`config.mk`:
```
export PLATFORM = sky130hd
export DESIGN_NAME = sabana_ez_vec_op
export DESIGN_NICKNAME = d
export VERILOG_FILES = /design/src/rtl/sabana_ez_pkg.sv /design/src/rtl/sabana_ez_alu.sv /design/src/rtl/sabana_ez_vec_op.sv
export SDC_FILE = /design/constraint.sdc
export NUM_CORES = 1
export LEC_CHECK = 0
export BUFFER_PORTS_ARGS = -buffer_cell sky130_fd_sc_hd__buf_4
export CAP_MARGIN = 20
export CORE_ASPECT_RATIO = 0.9
export CORE_MARGIN = 3
export CORE_UTILIZATION = 35
export DETAILED_ROUTE_END_ITERATION = 8
export GPL_ROUTABILITY_DRIVEN = 0
export HOLD_SLACK_MARGIN = 0.06
export PLACE_DENSITY_LB_ADDON = 0.12
export SKIP_CTS_REPAIR_TIMING = 1
export SLEW_MARGIN = 20
export SYNTH_ARGS = -nofsm -noshare
export SYNTH_HDL_FRONTEND = slang
export SYNTH_SLANG_ARGS = --single-unit
```
`constraint.sdc`:
```
create_clock -name clock -period 5.6 [get_ports clock]
set_input_delay 0.84 -clock clock [delete_from_list [all_inputs] [get_ports clock]]
set_output_delay 0.84 -clock clock [all_outputs]
set_load 0.05 [all_outputs]
```
`src/rtl/sabana_ez_pkg.sv`:
```
// rtl/sabana_ez_pkg.sv - shared types for the sabana_ez vector kernel
//
// Purpose : operation and FSM state encodings shared by sabana_ez_vec_op
//           and its combinational fold unit sabana_ez_alu.
// Contents: OP_W (width of the op select), op_e, state_e.
package sabana_ez_pkg;

  localparam int OP_W = 3;

  typedef enum logic [OP_W-1:0] {
    OP_ADD  = 3'd0,
    OP_SUB  = 3'd1,
    OP_MIN  = 3'd2,
    OP_MAX  = 3'd3,
    OP_AND  = 3'd4,
    OP_OR   = 3'd5,
    OP_XOR  = 3'd6,
    OP_RSVD = 3'd7
  } op_e;

  typedef enum logic [1:0] {
    IDLE  = 2'd0,
    RUN   = 2'd1,
    DRAIN = 2'd2,
    DONE  = 2'd3
  } state_e;

endpackage

```
`src/rtl/sabana_ez_alu.sv`:
```
// rtl/sabana_ez_alu.sv - combinational left fold of NUM_IN words under op
//
// Purpose : result = in0 <op> in1 <op> ... <op> in(NUM_IN-1), modulo 2^WIDTH.
//           MIN/MAX compare as signed; OP_RSVD passes in0 unchanged.
// Ports   : op      - operation select
//           in_data - word i in bits [i*WIDTH +: WIDTH]
//           result  - folded word
module sabana_ez_alu
  import sabana_ez_pkg::*;
#(
  parameter int WIDTH  = 32,
  parameter int NUM_IN = 2
) (
  input  op_e                       op,
  input  logic [NUM_IN*WIDTH-1:0]   in_data,
  output logic [WIDTH-1:0]          result
);

  logic [WIDTH-1:0] acc;
  logic [WIDTH-1:0] word;

  always_comb begin
    acc  = in_data[WIDTH-1:0];
    word = '0;
    for (int i = 1; i < NUM_IN; i++) begin
      word = in_data[i*WIDTH +: WIDTH];
      case (op)
        OP_ADD: acc = acc + word;
        OP_SUB: acc = acc - word;
        OP_MIN: acc = ($signed(word) < $signed(acc)) ? word : acc;
        OP_MAX: acc = ($signed(word) > $signed(acc)) ? word : acc;
        OP_AND: acc = acc & word;
        OP_OR:  acc = acc | word;
        OP_XOR: acc = acc ^ word;
        default: acc = acc;
      endcase
    end
    result = acc;
  end

endmodule

```
`src/rtl/sabana_ez_vec_op.sv`:
```
// rtl/sabana_ez_vec_op.sv - streaming element-wise kernel over NUM_IN FWFT queues
//
// Purpose : per start, pops len elements (one word from every input queue at
//           once), folds them under the latched op and pushes each result
//           through a single registered output stage, then pulses finish.
// Ports   : clock, reset     - rising-edge clock, synchronous active-high reset
//           start, len, op   - run request; len/op latched when accepted in IDLE
//           finish, busy     - end-of-run pulse / run in progress
//           in_data, in_empty, in_pop - heads, empty flags and pops of the input queues
//           y_out, y_push, y_full     - result word, push strobe, output queue full
module sabana_ez_vec_op
  import sabana_ez_pkg::*;
#(
  parameter int WIDTH  = 32,
  parameter int NUM_IN = 2,
  parameter int LEN_W  = 32
) (
  input  logic                      clock,
  input  logic                      reset,
  input  logic                      start,
  input  logic [LEN_W-1:0]          len,
  input  logic [OP_W-1:0]           op,
  output logic                      finish,
  output logic                      busy,
  input  logic [NUM_IN*WIDTH-1:0]   in_data,
  input  logic [NUM_IN-1:0]         in_empty,
  output logic [NUM_IN-1:0]         in_pop,
  output logic [WIDTH-1:0]          y_out,
  output logic                      y_push,
  input  logic                      y_full
);

  state_e           state_q;
  op_e              op_q;
  logic [LEN_W-1:0] remaining_q;
  logic [WIDTH-1:0] out_data_q;
  logic             out_valid_q;
  logic [WIDTH-1:0] alu_result;
  logic             fire;

  sabana_ez_alu #(
    .WIDTH  (WIDTH),
    .NUM_IN (NUM_IN)
  ) u_alu (
    .op      (op_q),
    .in_data (in_data),
    .result  (alu_result)
  );

  // An element fires only when every queue has a head and the output
  // register is free or is being drained this same cycle.
  assign fire   = (state_q == RUN) && (remaining_q != '0) && (in_empty == '0)
                  && (!out_valid_q || !y_full);
  assign in_pop = {NUM_IN{fire}};
  assign y_push = out_valid_q & ~y_full;
  assign y_out  = out_data_q;
  assign finish = (state_q == DONE);
  assign busy   = (state_q != IDLE);

  always_ff @(posedge clock) begin
    if (reset) begin
      state_q     <= IDLE;
      op_q        <= OP_ADD;
      remaining_q <= '0;
      out_data_q  <= '0;
      out_valid_q <= 1'b0;
    end else begin
      if (fire) begin
        out_data_q  <= alu_result;
        out_valid_q <= 1'b1;
        remaining_q <= remaining_q - 1'b1;
      end else if (y_push) begin
        out_valid_q <= 1'b0;
      end

      case (state_q)
        IDLE: begin
          if (start) begin
            op_q        <= op_e'(op);
            remaining_q <= len;
            // A zero-length run passes through DRAIN (register already empty)
            // so finish lands two cycles after start.
            state_q     <= (len == '0) ? DRAIN : RUN;
          end
        end
        RUN: begin
          if (fire && remaining_q == LEN_W'(1)) state_q <= DRAIN;
        end
        DRAIN: begin
          // No fire in DRAIN, so a push this cycle empties the register.
          if (!out_valid_q || y_push) state_q <= DONE;
        end
        default: state_q <= IDLE;
      endcase
    end
  end

endmodule

```
# Yosys cells after proc, flatten, opt, wreduce, memory -nomap -nowiden
# Index checks and enable logic that the tools add are counted.
[totals]
ff_bits = 70
in_bits = 105
out_inout_bits = 37
elab_cells = 58
[classes]
n_addsub = 3
magnitude_cmp = 2
n_eq_ne = 13
n_mux = 13
n_bitwise = 5
n_reduce_logical = 17
[op_table]
columns = ["operator", "count"]
rows = [
  ["$pmux 32 s7", 1],
  ["$mux 32", 5],
  ["$add 32x32->32", 1],
  ["$and 32x32->32", 1],
  ["$eq 32x1->1 const B", 1],
  ["$gt 32x32->1", 1],
  ["$logic_not 32->1", 1],
  ["$lt 32x32->1", 1],
  ["$or 32x32->32", 1],
  ["$reduce_bool 32->1", 1],
  ["$sub 32x1->32 const B", 1],
  ["$sub 32x32->32", 1],
  ["$xor 32x32->32", 1],
  ["$eq 3x3->1 const B", 3],
  ["$mux 2", 4],
  ["$eq 3x2->1 const B", 2],
  ["$pmux 2 s3", 1],
  ["$eq 2x2->1 const B", 2],
  ["$logic_and 1x1->1", 4],
  ["$logic_not 2->1", 2],
  ["$ne 2x2->1 const B", 2],
  ["$reduce_bool 2->1", 2],
  ["$eq 3x1->1 const B", 1],
  ["$logic_not 3->1", 1],
  ["9 further kinds", 12],
]

# Logic depth before layout (Yosys ltp)
# Gate-level depths: netlist of the first run.
[logic_depth]
depth_word = 7
depth_mapped = 20
depth_no_buf = 19

# Hierarchy
# From an unflattened synthesis of the first run, not the netlist that was laid out.
[hier_totals]
cells_unflattened = 1330
area_unflattened_um2 = 9781.9
[modules_own_cells]
columns = ["mod", "instances", "cells_per_inst", "area_per_inst_um2", "seq_area_each_um2"]
rows = [
  ["sabana_ez_alu", 1, 905, 6358.6, 0.0],
  ["sabana_ez_vec_op", 1, 425, 3423.3, 1401.3],
]

# Worst setup path after synthesis of the first run
# Ideal clock, no wire load.
[synth_timing]
kind = "input -> register"
startpoint = "input port in_data[33]"
endpoint = "register out_data_q[31] (netlist: y_out[31])"
setup_time_ns = 0.120
arrival_ns = 4.293
t_required_ns = 5.480
path_slack_ns = 1.187
path_stages = 18
path_buffers = 1
cell_sequence = "inv_1 ha_1 nand2_1 nor3_1 nand4_1 nor3_1 nor2_1 xnor2_1 ha_1 clkbuf_1 a21oi_1 o21a_1 o21ai_0 o41ai_2 o311ai_0 a311oi_1 and4_1 a211o_1"
[synth_via]
elab_chain_cells = 3
elab_cells_between_ends = 7
classes_between = "2 x add/sub; 2 x order compare; 3 x mux"
[synth_rtl]
columns = ["element", "line", "text"]
rows = [
  ["start, declared", "sabana_ez_vec_op.sv:25", "input logic [NUM_IN*WIDTH-1:0] in_data,"],
  ["$gt 32x32->1 or $lt 32x32->1 (tied branches)", "sabana_ez_alu.sv:31, sabana_ez_alu.sv:30", ""],
  ["$mux 32 (on tied branches)", "sabana_ez_alu.sv:31, sabana_ez_alu.sv:30", ""],
  ["$pmux 32 s7 *", "sabana_ez_alu.sv:27", "case (op)"],
  ["end signal, assigned", "sabana_ez_vec_op.sv:69", "out_data_q <= alu_result;"],
  ["end, declared", "sabana_ez_vec_op.sv:36", "logic [WIDTH-1:0] out_data_q;"],
]
# Mark *: on every way between the ends. The rest lies on a longest branch, timed or not.
# A chain may end at the register's enable or synchronous reset.

# Worst setup path after layout of the first run
# Same ends and word-level chain as after synthesis.

==> impl_metrics.tcl, run 1 <==
set metrics [dict create \
    synth.distinct_cells 78 \
    grt_max_degree 71 \
    grt_overflow 0 \
    arrival_ns 5.06 \
    switchingPower_mw 1.574 \
    critPathSlowestCell "o311ai_0" \
    drv_cap 0 \
    hpwl_um 23260 \
    relSlewSlack_pct 27.91 \
    seq_power_share_pct 21.7 \
    firstDrtPassIters 7 \
    power-per-cell-area_mw_per_mm2 304.6 \
    timing.critical_path.buf_inv 3 \
    fmax_ghz 0.2078 \
    skew_ns 0.01002 \
    gr-usage-all-layers_pct 22.40 \
    timing.final.crit_share_pct 85.95 \
    outcome "finished, final reports clean" \
    cts_buffers 9 \
    tritoncts "done" \
    io_buffers 141 \
    required_ns 5.85 \
    min-delay-path-class "flop to flop" \
    via_per_inst 5.585 \
    antenna_found_initial 0 \
    setup-violations-final 0 \
    final_core_util_pct 42.71 \
    clk_path_buf_depth 2 \
    routedWlPerCell_um 19.36 \
    path_clk_slew_ns 0.07 \
    diodes 0 \
    startpoint_type "input pin" \
    rr_worst_depth 15 \
    rrSetupSlack_ns 0.84 \
    clock-root-buffer "clkbuf_16" \
    syn_inst 1176 \
    slew_viol_final 0 \
    ctsHtreeMaxLevel 3 \
    synth-seq-cells 70 \
    ys.flop_type "dfxtp_1" \
    cp_cell_sequence "buf_4 > inv_1 > ha_1 > nand2_1 > nor3_1 > buf_4 > nand4_1 > nor3_1 > nand3_1 > or2_2 > o21ai_0 > xnor2_1 > ha_1 > nand4_1 > o311ai_0 > a311oi_1 > and4_1 > a211o_1" \
    fp.coreArea_mm2 0.02473 \
    dieArea_mm2 0.02756 \
    grt_pass1_vias 8590 \
    hold_start "y_out[6]" \
    clk_latency_ns 0.36 \
    synth_edf_count 0 \
    tns_ns 0 \
    synth.avg_cell_area_um2 7.619 \
    rows 54 \
    hold_path_end "y_out[6]" \
    r2r-start "op_q[1]" \
    syn2layout_area_growth_pct 17.87 \
    leakagePower_nw 4.629 \
    totalWireLength_um 31390 \
    rsz0062_at_grt "false" \
    holdPathStages 2 \
    internal-power_mw 1.643 \
    critPathKind "input pin to flop" \
    io_pins 142 \
    synth_warnings 0 \
    p_clk_share_pct 18.9 \
    worstMarginPinSlew_ns 1.077 \
    initial_utilization_pct 36.23 \
    report.final.hold_viol_count 0 \
    drc 0 \
    die_h_um 157.8 \
    peakVddDrop_uv 138.7 \
    crit_family "simple AND/OR/NAND/NOR gates" \
    finalCriticalPeriod_ns 4.813 \
    total_power_mw 3.217 \
    ys_seq_area_share_pct 15.64 \
    synth_nets 1418 \
    clock-sinks 70 \
    power_frac_comb_pct 59.4 \
    max_stage_delay_ns 0.68 \
    async_flop_share_pct 0 \
    netlist_area_mm2 0.008960 \
    vias 9054 \
    grt_pass1_wl_um 49320 \
    nets 1522 \
    drt_iter0_drc 607 \
    antenna_left 0 \
    layout-drive-gt1-share_pct 16.11 \
    die_x_um 174.7 \
    swShare_pct 48.92 \
    cp_max_fo 7 \
    worst_setup_path_end_kind "flop" \
    regToRegEndpoint "y_out[31]" \
]
Yosys cell counts, drive strengths merged, types with 18 or more instances:
| library cell | instances | area [um^2] |
|---|---|---|
| a211oi | 59 | 442.9 |
| a21oi | 75 | 375.4 |
| buf | 18 | 125.1 |
| clkbuf | 47 | 177.7 |
| dfxtp | 70 | 1401 |
| ha | 136 | 1702 |
| inv | 91 | 341.6 |
| mux2i | 24 | 240.2 |
| nand2 | 77 | 289.0 |
| nand3 | 25 | 130.1 |
| nor2 | 103 | 412.9 |
| nor2b | 29 | 181.4 |
| nor3 | 26 | 130.1 |
| nor4 | 26 | 190.2 |
| o21ai | 84 | 420.4 |
| xnor2 | 65 | 569.3 |
final cells by class:
| class | instances | area [um^2] |
|---|---|---|
| fillers | 2648 | 14170 |
| multi-input cells | 950 | 6922 |
| flip-flops and latches | 70 | 1403 |
| repair buffers | 158 | 1186 |
| well taps | 336 | 420.4 |
| inverters | 91 | 341.6 |
| clock buffers | 9 | 225.2 |
| clock inverters | 7 | 63.81 |
per-stage QoR:
| step | hold slack (ns) | worst slack (ns) | instance area [um^2] | cells |
|---|---|---|---|---|
| after floorplan | 0.4580 | 1.187 | 8960 | 1176 |
| after global placement | 0.4356 | 0.5923 | 10270 | 1605 |
| after detailed placement | 0.4401 | 0.4741 | 10270 | 1605 |
| after CTS | 0.4500 | 0.8358 | 10560 | 1621 |
| after global routing | 0.4682 | 0.4458 | 10560 | 1621 |
| final | 0.4481 | 0.7870 | 10560 | 1621 |
logic make-up (layout without fill, tap and decap cells):
logic type                 Yosys count  after routing  share of synthesized area, %
DFF                                 70             70                         15.64
adders and majority gates          137            137                         19.22
AOI/OAI and AO/OA                  347            347                         25.81
muxes                               35             35                         4.189
buffers and inverters              156            265                         7.192
and+or+nand+nor                    351            351                         20.14
xor gates and xnor gates            80             80                         7.820
registers in the layout, indices dropped and copies added (netlist names):
name and flops:
op_q 3, out_valid_q 1, remaining_q 32, state_q 2, y_out 32
placed cells by master, fill, tap and decap left out, types with 14 or more instances in the layout:
cell,n
buf_4,158
nor2_1,100
mux2i_1,24
inv_1,90
a221oi_1,15
o211ai_1,14
nor2b_1,27
ha_1,136
dfxtp_1,69
a21oi_1,75
xnor2_1,65
a21o_1,14
a211oi_1,59
nand2_1,76
o21ai_0,75
xor2_1,15
nand3_1,24
nor4_1,23
nor3_1,26
metal layers:
| metal | wire length (um) | global-route usage [%] | share of wire, % | up-vias |
|---|---|---|---|---|
| met5 | 0 | 0 | 0 | - |
| met4 | 320 | 4.254 | 1.0 | 0 |
| met3 | 1832 | 2.926 | 5.8 | 25 |
| met2 | 13540 | 35.10 | 43 | 286 |
| met1 | 15690 | 33.06 | 50 | 4263 |
| li1 | - | - | - | 4480 |
worst max path at each step:
stage	cells after the start	slack (ns)	startpoint	to
after detailed placement	18	0.47	in_data[33]	y_out[31]
final	18	0.79	in_data[33]	y_out[31]
after global routing	15	0.45	op_q[1]	y_out[31]
after global placement	18	0.59	in_data[33]	y_out[31]
after floorplan	18	1.19	in_data[33]	y_out[31]
after CTS	18	0.84	in_data[33]	y_out[31]
power by group through the flow:
| stage | registers [mW] | clock network [mW] | logic [mW] |
|---|---|---|---|
| floorplan | 0.783 | 0 | 1.29 |
| global placement | 0.706 | 0 | 1.89 |
| detailed placement | 0.706 | 0 | 1.88 |
| CTS | 0.696 | 0.629 | 1.90 |
| global route | 0.713 | 0.645 | 2.11 |
| finish | 0.697 | 0.609 | 1.91 |
tightest hold or removal path, stage by stage (launching register included):
cell and delay, ns:
dfxtp_1 0.31, nand2_1 0.05, o21ai_1 0.05
No activity file was read; power rests on OpenSTA's default activity.
==> run 2: changes to the inputs <==
--- a/config.mk
+++ b/config.mk
@@ -9,7 +9,7 @@
 export CAP_MARGIN = 20
 export CORE_ASPECT_RATIO = 0.9
 export CORE_MARGIN = 3
-export CORE_UTILIZATION = 35
+export CORE_UTILIZATION = 45
 export DETAILED_ROUTE_END_ITERATION = 8
 export GPL_ROUTABILITY_DRIVEN = 0
 export HOLD_SLACK_MARGIN = 0.06
==> run 2 against run 1 <==
Against the previous run:
- global-route usage increased by 3.8 points
- combinational power about the same
- setup slack got worse by 0.16 ns
- power fell by 1.6%
- critical endpoint unchanged
- largest power group unchanged
==> impl_metrics.tcl, run 2 (synthesis results as in run 1) <==
set metrics [dict create \
    outcome "finished, final reports clean" \
    worstMarginPinSlew_ns 1.128 \
    die_h_um 139.9 \
    leakagePower_nw 4.609 \
    required_ns 5.84 \
    gr-usage-all-layers_pct 26.22 \
    hold_slack_ns 0.4452 \
    fp.coreArea_mm2 0.01934 \
    antenna_left 0 \
    cp_max_fo 7 \
    totalWireLength_um 28960 \
    min-delay-path-class "flop to flop" \
    setup.worst_path.start "in_data[33]" \
    report.final.hold_viol_count 0 \
    layout-drive-gt1-share_pct 15.85 \
    rows 48 \
    dieArea_mm2 0.02164 \
    antenna_found_initial 0 \
    finalCriticalPeriod_ns 4.975 \
    drt_iter0_drc 721 \
    max_stage_delay_ns 0.72 \
    rsz0062_at_grt "false" \
    clock-sinks 70 \
    drc 0 \
    clk_path_buf_depth 2 \
    firstDrtPassIters 5 \
    critPathSlowestCell "o311ai_0" \
    rrSetupSlack_ns 1.04 \
    relSlewSlack_pct 24.56 \
    regToRegEndpoint "y_out[31]" \
    tritoncts "done" \
    setup-violations-final 0 \
    peakVddDrop_uv 226.6 \
    nets 1518 \
    power-per-cell-area_mw_per_mm2 303.6 \
    tns_ns 0 \
    syn2layout_area_growth_pct 16.39 \
    clk_latency_ns 0.35 \
    arrival_ns 5.22 \
    routedWlPerCell_um 18.92 \
    drv_cap 0 \
    slew_viol_final 0 \
    layout_common_cells "154 x buf_4, 136 x ha_1, 100 x nor2_1, 90 x inv_1, 76 x nand2_1" \
    crit_end "y_out[31]" \
    cts_buffers 9 \
    num-fill-cells 1914 \
    io_buffers 141 \
    ctsHtreeMaxLevel 3 \
    grt_pass1_wl_um 45850 \
    rr_worst_depth 16 \
    r2r-start "op_q[1]" \
    grt_max_degree 71 \
    die_x_um 154.7 \
    io_pins 142 \
    timing.final.crit_share_pct 88.84 \
    worst_setup_path_end_kind "flop" \
    skew_ns 0.006945 \
    clock-root-buffer "clkbuf_16" \
    hpwl_um 21330 \
    startpoint_type "input pin" \
    diodes 0 \
    initial_utilization_pct 46.33 \
    critPathKind "input pin to flop" \
    via_per_inst 5.892 \
    fmax_ghz 0.2010 \
    grt_overflow 0 \
    final_common_cell "buf_4" \
    path_clk_slew_ns 0.06 \
    grt_pass1_vias 8462 \
    vias 9020 \
    cp_cell_sequence "buf_4 > inv_1 > ha_1 > nand2_1 > nor3_1 > nand4_1 > nor3_1 > nor2_1 > xnor2_1 > ha_1 > a21oi_1 > o21a_1 > o21ai_0 > o41ai_2 > o311ai_0 > a311oi_1 > and4_1 > a211o_1" \
]
==> run 2: stage by stage <==
stage	setup WS (ns)	utilization [%]	cell area [um^2]	power, mW	std cells
detailed placement	0.3520	52.41	10130	2.551	1515
CTS	0.7171	53.90	10420	3.158	1531
global route	0.07466	53.93	10430	3.398	1531
finish	0.6251	53.93	10430	3.166	1531
floorplan	1.187	-	8960	2.069	1176
global placement	0.4870	52.41	10130	2.551	1515
==> run 2: worst min-delay path by stage <==
stage               cells after the start         endpoint             from
floorplan                               2  remaining_q[16]  remaining_q[16]
global placement                        2        y_out[10]        y_out[10]
detailed placement                      2         y_out[6]         y_out[6]
CTS                                     2         y_out[6]         y_out[6]
global route                            2         y_out[0]         y_out[0]
finish                                  2         y_out[6]         y_out[6]
==> run 2: routing by layer <==
| metal | vias to the layer above | track usage, % | routed length, um |
|---|---|---|---|
| li1 | 4479 | - | - |
| met5 | - | 0 | 0 |
| met2 | 266 | 40.33 | 12640 |
| met1 | 4246 | 38.58 | 14030 |
| met4 | 0 | 6.041 | 437 |
| met3 | 29 | 3.887 | 1853 |
==> run 2: power by group <==
part           total (mW)  switching [mW]  internal, mW
Sequential          0.696          0.0931         0.603
Combinational        1.88            1.16         0.724
Clock               0.586           0.276         0.311
Total                3.17            1.53          1.64
==> run 2: layout make-up <==
| type | count | area (um^2) | area share (%) |
|---|---|---|---|
| clock buffer | 9 | 225.2 | 2.160 |
| inverter | 91 | 341.6 | 3.275 |
| clock inverter | 7 | 63.81 | 0.6119 |
| tap | 250 | 312.8 | 2.999 |
| multi-input combinational | 950 | 6927 | 66.42 |
| timing repair buffer | 154 | 1156 | 11.09 |
| sequential | 70 | 1403 | 13.45 |
==> run 2: critical path, delay by kind of cell <==
kind	cells	cell delay, ns
AO/OA/AOI/OAI	7	1.94
AND/OR/NAND/NOR	6	1.48
adder cells (fa/ha/maj)	2	0.60
buffers and inverters	2	0.25
XOR/XNOR	1	0.13
==> run 3: changes to the inputs <==
--- a/config.mk
+++ b/config.mk
@@ -7,9 +7,10 @@
 export LEC_CHECK = 0
 export BUFFER_PORTS_ARGS = -buffer_cell sky130_fd_sc_hd__buf_4
 export CAP_MARGIN = 20
-export CORE_ASPECT_RATIO = 0.9
+export CORE_ASPECT_RATIO = 0.6
 export CORE_MARGIN = 3
 export CORE_UTILIZATION = 45
+export CTS_BUF_LIST = sky130_fd_sc_hd__clkbuf_8 sky130_fd_sc_hd__clkbuf_16
 export DETAILED_ROUTE_END_ITERATION = 8
 export GPL_ROUTABILITY_DRIVEN = 0
 export HOLD_SLACK_MARGIN = 0.06
==> run 3 against run 2 <==
Against the previous run:
- first-iteration DRC count is 38% higher
- worst hold slack hardly changed
- non-clock buffer count grew 3
- via count is 4.1% higher
- combinational power up 3%
- power increased by 1.7%
- flip-flop and latch count stayed put
- final cell count up 1.2%
- critical path type unchanged
- critical endpoint unchanged
==> impl_metrics.tcl, run 3 (synthesis results as in run 1) <==
set metrics [dict create \
    outcome "finished, final reports clean" \
    nets 1521 \
    final_common_cell "buf_4" \
    clock-root-buffer "clkbuf_16" \
    vias 9388 \
    routedWlPerCell_um 20.35 \
    grt_max_degree 69 \
    crit_family "simple AND/OR/NAND/NOR gates" \
    totalWireLength_um 31550 \
    regToRegEndpoint "y_out[31]" \
    required_ns 5.85 \
    tns_ns 0 \
    timing.final.crit_share_pct 94.98 \
    finalCriticalPeriod_ns 5.319 \
    hold_path_end "y_out[0]" \
    peakVddDrop_uv 208.1 \
    fin_area_mm2 0.01047 \
    drt_iter0_drc 994 \
    leakagePower_nw 4.634 \
    fp.coreArea_mm2 0.01927 \
    rows 39 \
    tritoncts "done" \
    ctsHtreeMaxLevel 3 \
    grt_overflow 0 \
    grt_pass1_vias 8371 \
    die_x_um 188.2 \
    firstDrtPassIters 7 \
    rrSetupSlack_ns 0.87 \
    grt_pass1_wl_um 48600 \
    antenna_found_initial 0 \
    path_clk_slew_ns 0.06 \
    postLayoutSetupSlackWorst_ns 0.2812 \
    final_cells 1550 \
    gr-usage-all-layers_pct 28.62 \
    critPathSlowestCell "o311ai_0" \
    slew_viol_final 0 \
    cp_cell_sequence "buf_4 > inv_1 > ha_1 > nand2_1 > nor3_1 > nand4_1 > nor3_1 > nand3_1 > or2_2 > o21ai_0 > xnor2_1 > ha_1 > nand4_1 > o311ai_0 > a311oi_1 > and4_1 > a211o_1" \
    drv_cap 0 \
    worst_setup_path_end_kind "flop" \
    antenna_left 0 \
    clk_latency_ns 0.36 \
    drc 0 \
    skew_ns 0.008920 \
    dp.cells 1533 \
    rsz0062_at_grt "false" \
    die_h_um 115.3 \
    postPlaceCellArea_mm2 0.01017 \
    rr_worst_depth 14 \
    io_buffers 141 \
    initial_utilization_pct 46.48 \
    power-per-cell-area_mw_per_mm2 307.7 \
    clock-sinks 70 \
    relSlewSlack_pct 27.67 \
    max_stage_delay_ns 0.85 \
    hold_start "y_out[0]" \
    worstMarginPinSlew_ns 1.080 \
    holdPathStages 2 \
    diodes 0 \
    via_per_inst 6.057 \
    layout-drive-gt1-share_pct 15.89 \
    pre_cts_ws_ns 0.1629 \
    startpoint_type "input pin" \
    fmax_ghz 0.1880 \
    cp_max_fo 7 \
    syn2layout_area_growth_pct 16.83 \
    setup-violations-final 0 \
    total_power_mw 3.221 \
    timing.critical_path.buf_inv 2 \
    report.final.hold_viol_count 0 \
    hpwl_um 23520 \
    cts_buffers 9 \
    layout_common_cells "156 x buf_4, 136 x ha_1, 99 x nor2_1, 93 x inv_1, 76 x nand2_1" \
    crit_cells 17 \
    clk_path_buf_depth 2 \
    r2r-start "op_q[1]" \
    min-delay-path-class "flop to flop" \
    io_pins 142 \
    dieArea_mm2 0.02170 \
    arrival_ns 5.57 \
    critPathKind "input pin to flop" \
]
==> run 3: cell types whose count changed in the layout (fill, tap and decap cells not counted) <==
cell        change
clkinv_2        +2
clkinv_4        -1
nor2_1          -1
inv_8           -2
inv_6           -2
bufinv_16       +1
buf_6           +1
clkinvlp_4      -1
nor2_2          +1
inv_1           +3
nand2_4         -1
nand2_2         +1
buf_4           +2
==> run 3: worst max path at each step <==
stage,from,endpoint,slack (ns)
after floorplan,in_data[33],y_out[31],1.19
after CTS,in_data[33],y_out[31],0.53
after global placement,in_data[33],y_out[31],0.30
after detailed placement,in_data[33],y_out[31],0.16
after global routing,in_data[33],y_out[31],0.08
final,in_data[33],y_out[31],0.28
==> run 3: final cells by class <==
cell class / count / area [um^2]
Tap cell: 266 / 332.8
Timing Repair Buffer: 157 / 1182
Fill cell: 1918 / 8807
Multi-Input combinational cell: 950 / 6924
Clock buffer: 9 / 225.2
Clock inverter: 7 / 58.81
Inverter: 91 / 341.6
Sequential cell: 70 / 1403
==> run 3: tightest hold or removal path: cells and delay by family, from the launching register on <==
family / cells / cell delay, ns
flip-flops: 1 / 0.31
AND/OR/NAND/NOR: 1 / 0.05
AO/OA/AOI/OAI: 1 / 0.05
==> run 3: metal layers <==
layer	GRT usage (%)	vias to the layer above	part of all wire, %
met2	37.92	460	37
met1	44.86	4409	51
li1	-	4482	-
met5	0	-	0
met3	7.952	37	11
met4	5.794	0	1.4
==> run 3: through the flow <==
step | utilization [%] | hold WS [ns]
6_report | 54.31 | 0.4456
5_1_grt | 54.31 | 0.4687
4_1_cts | 54.25 | 0.4512
3_5_place_dp | 52.78 | 0.4424
3_3_place_gp | 52.78 | 0.4386
2_1_floorplan | - | 0.4580
==> run 3: report_power, final <==
part           internal [mW]  switching (mW)  total [mW]
sequential             0.603          0.0989       0.702
clock                  0.339           0.254       0.593
combinational          0.733            1.19        1.93
total                   1.67            1.55        3.22
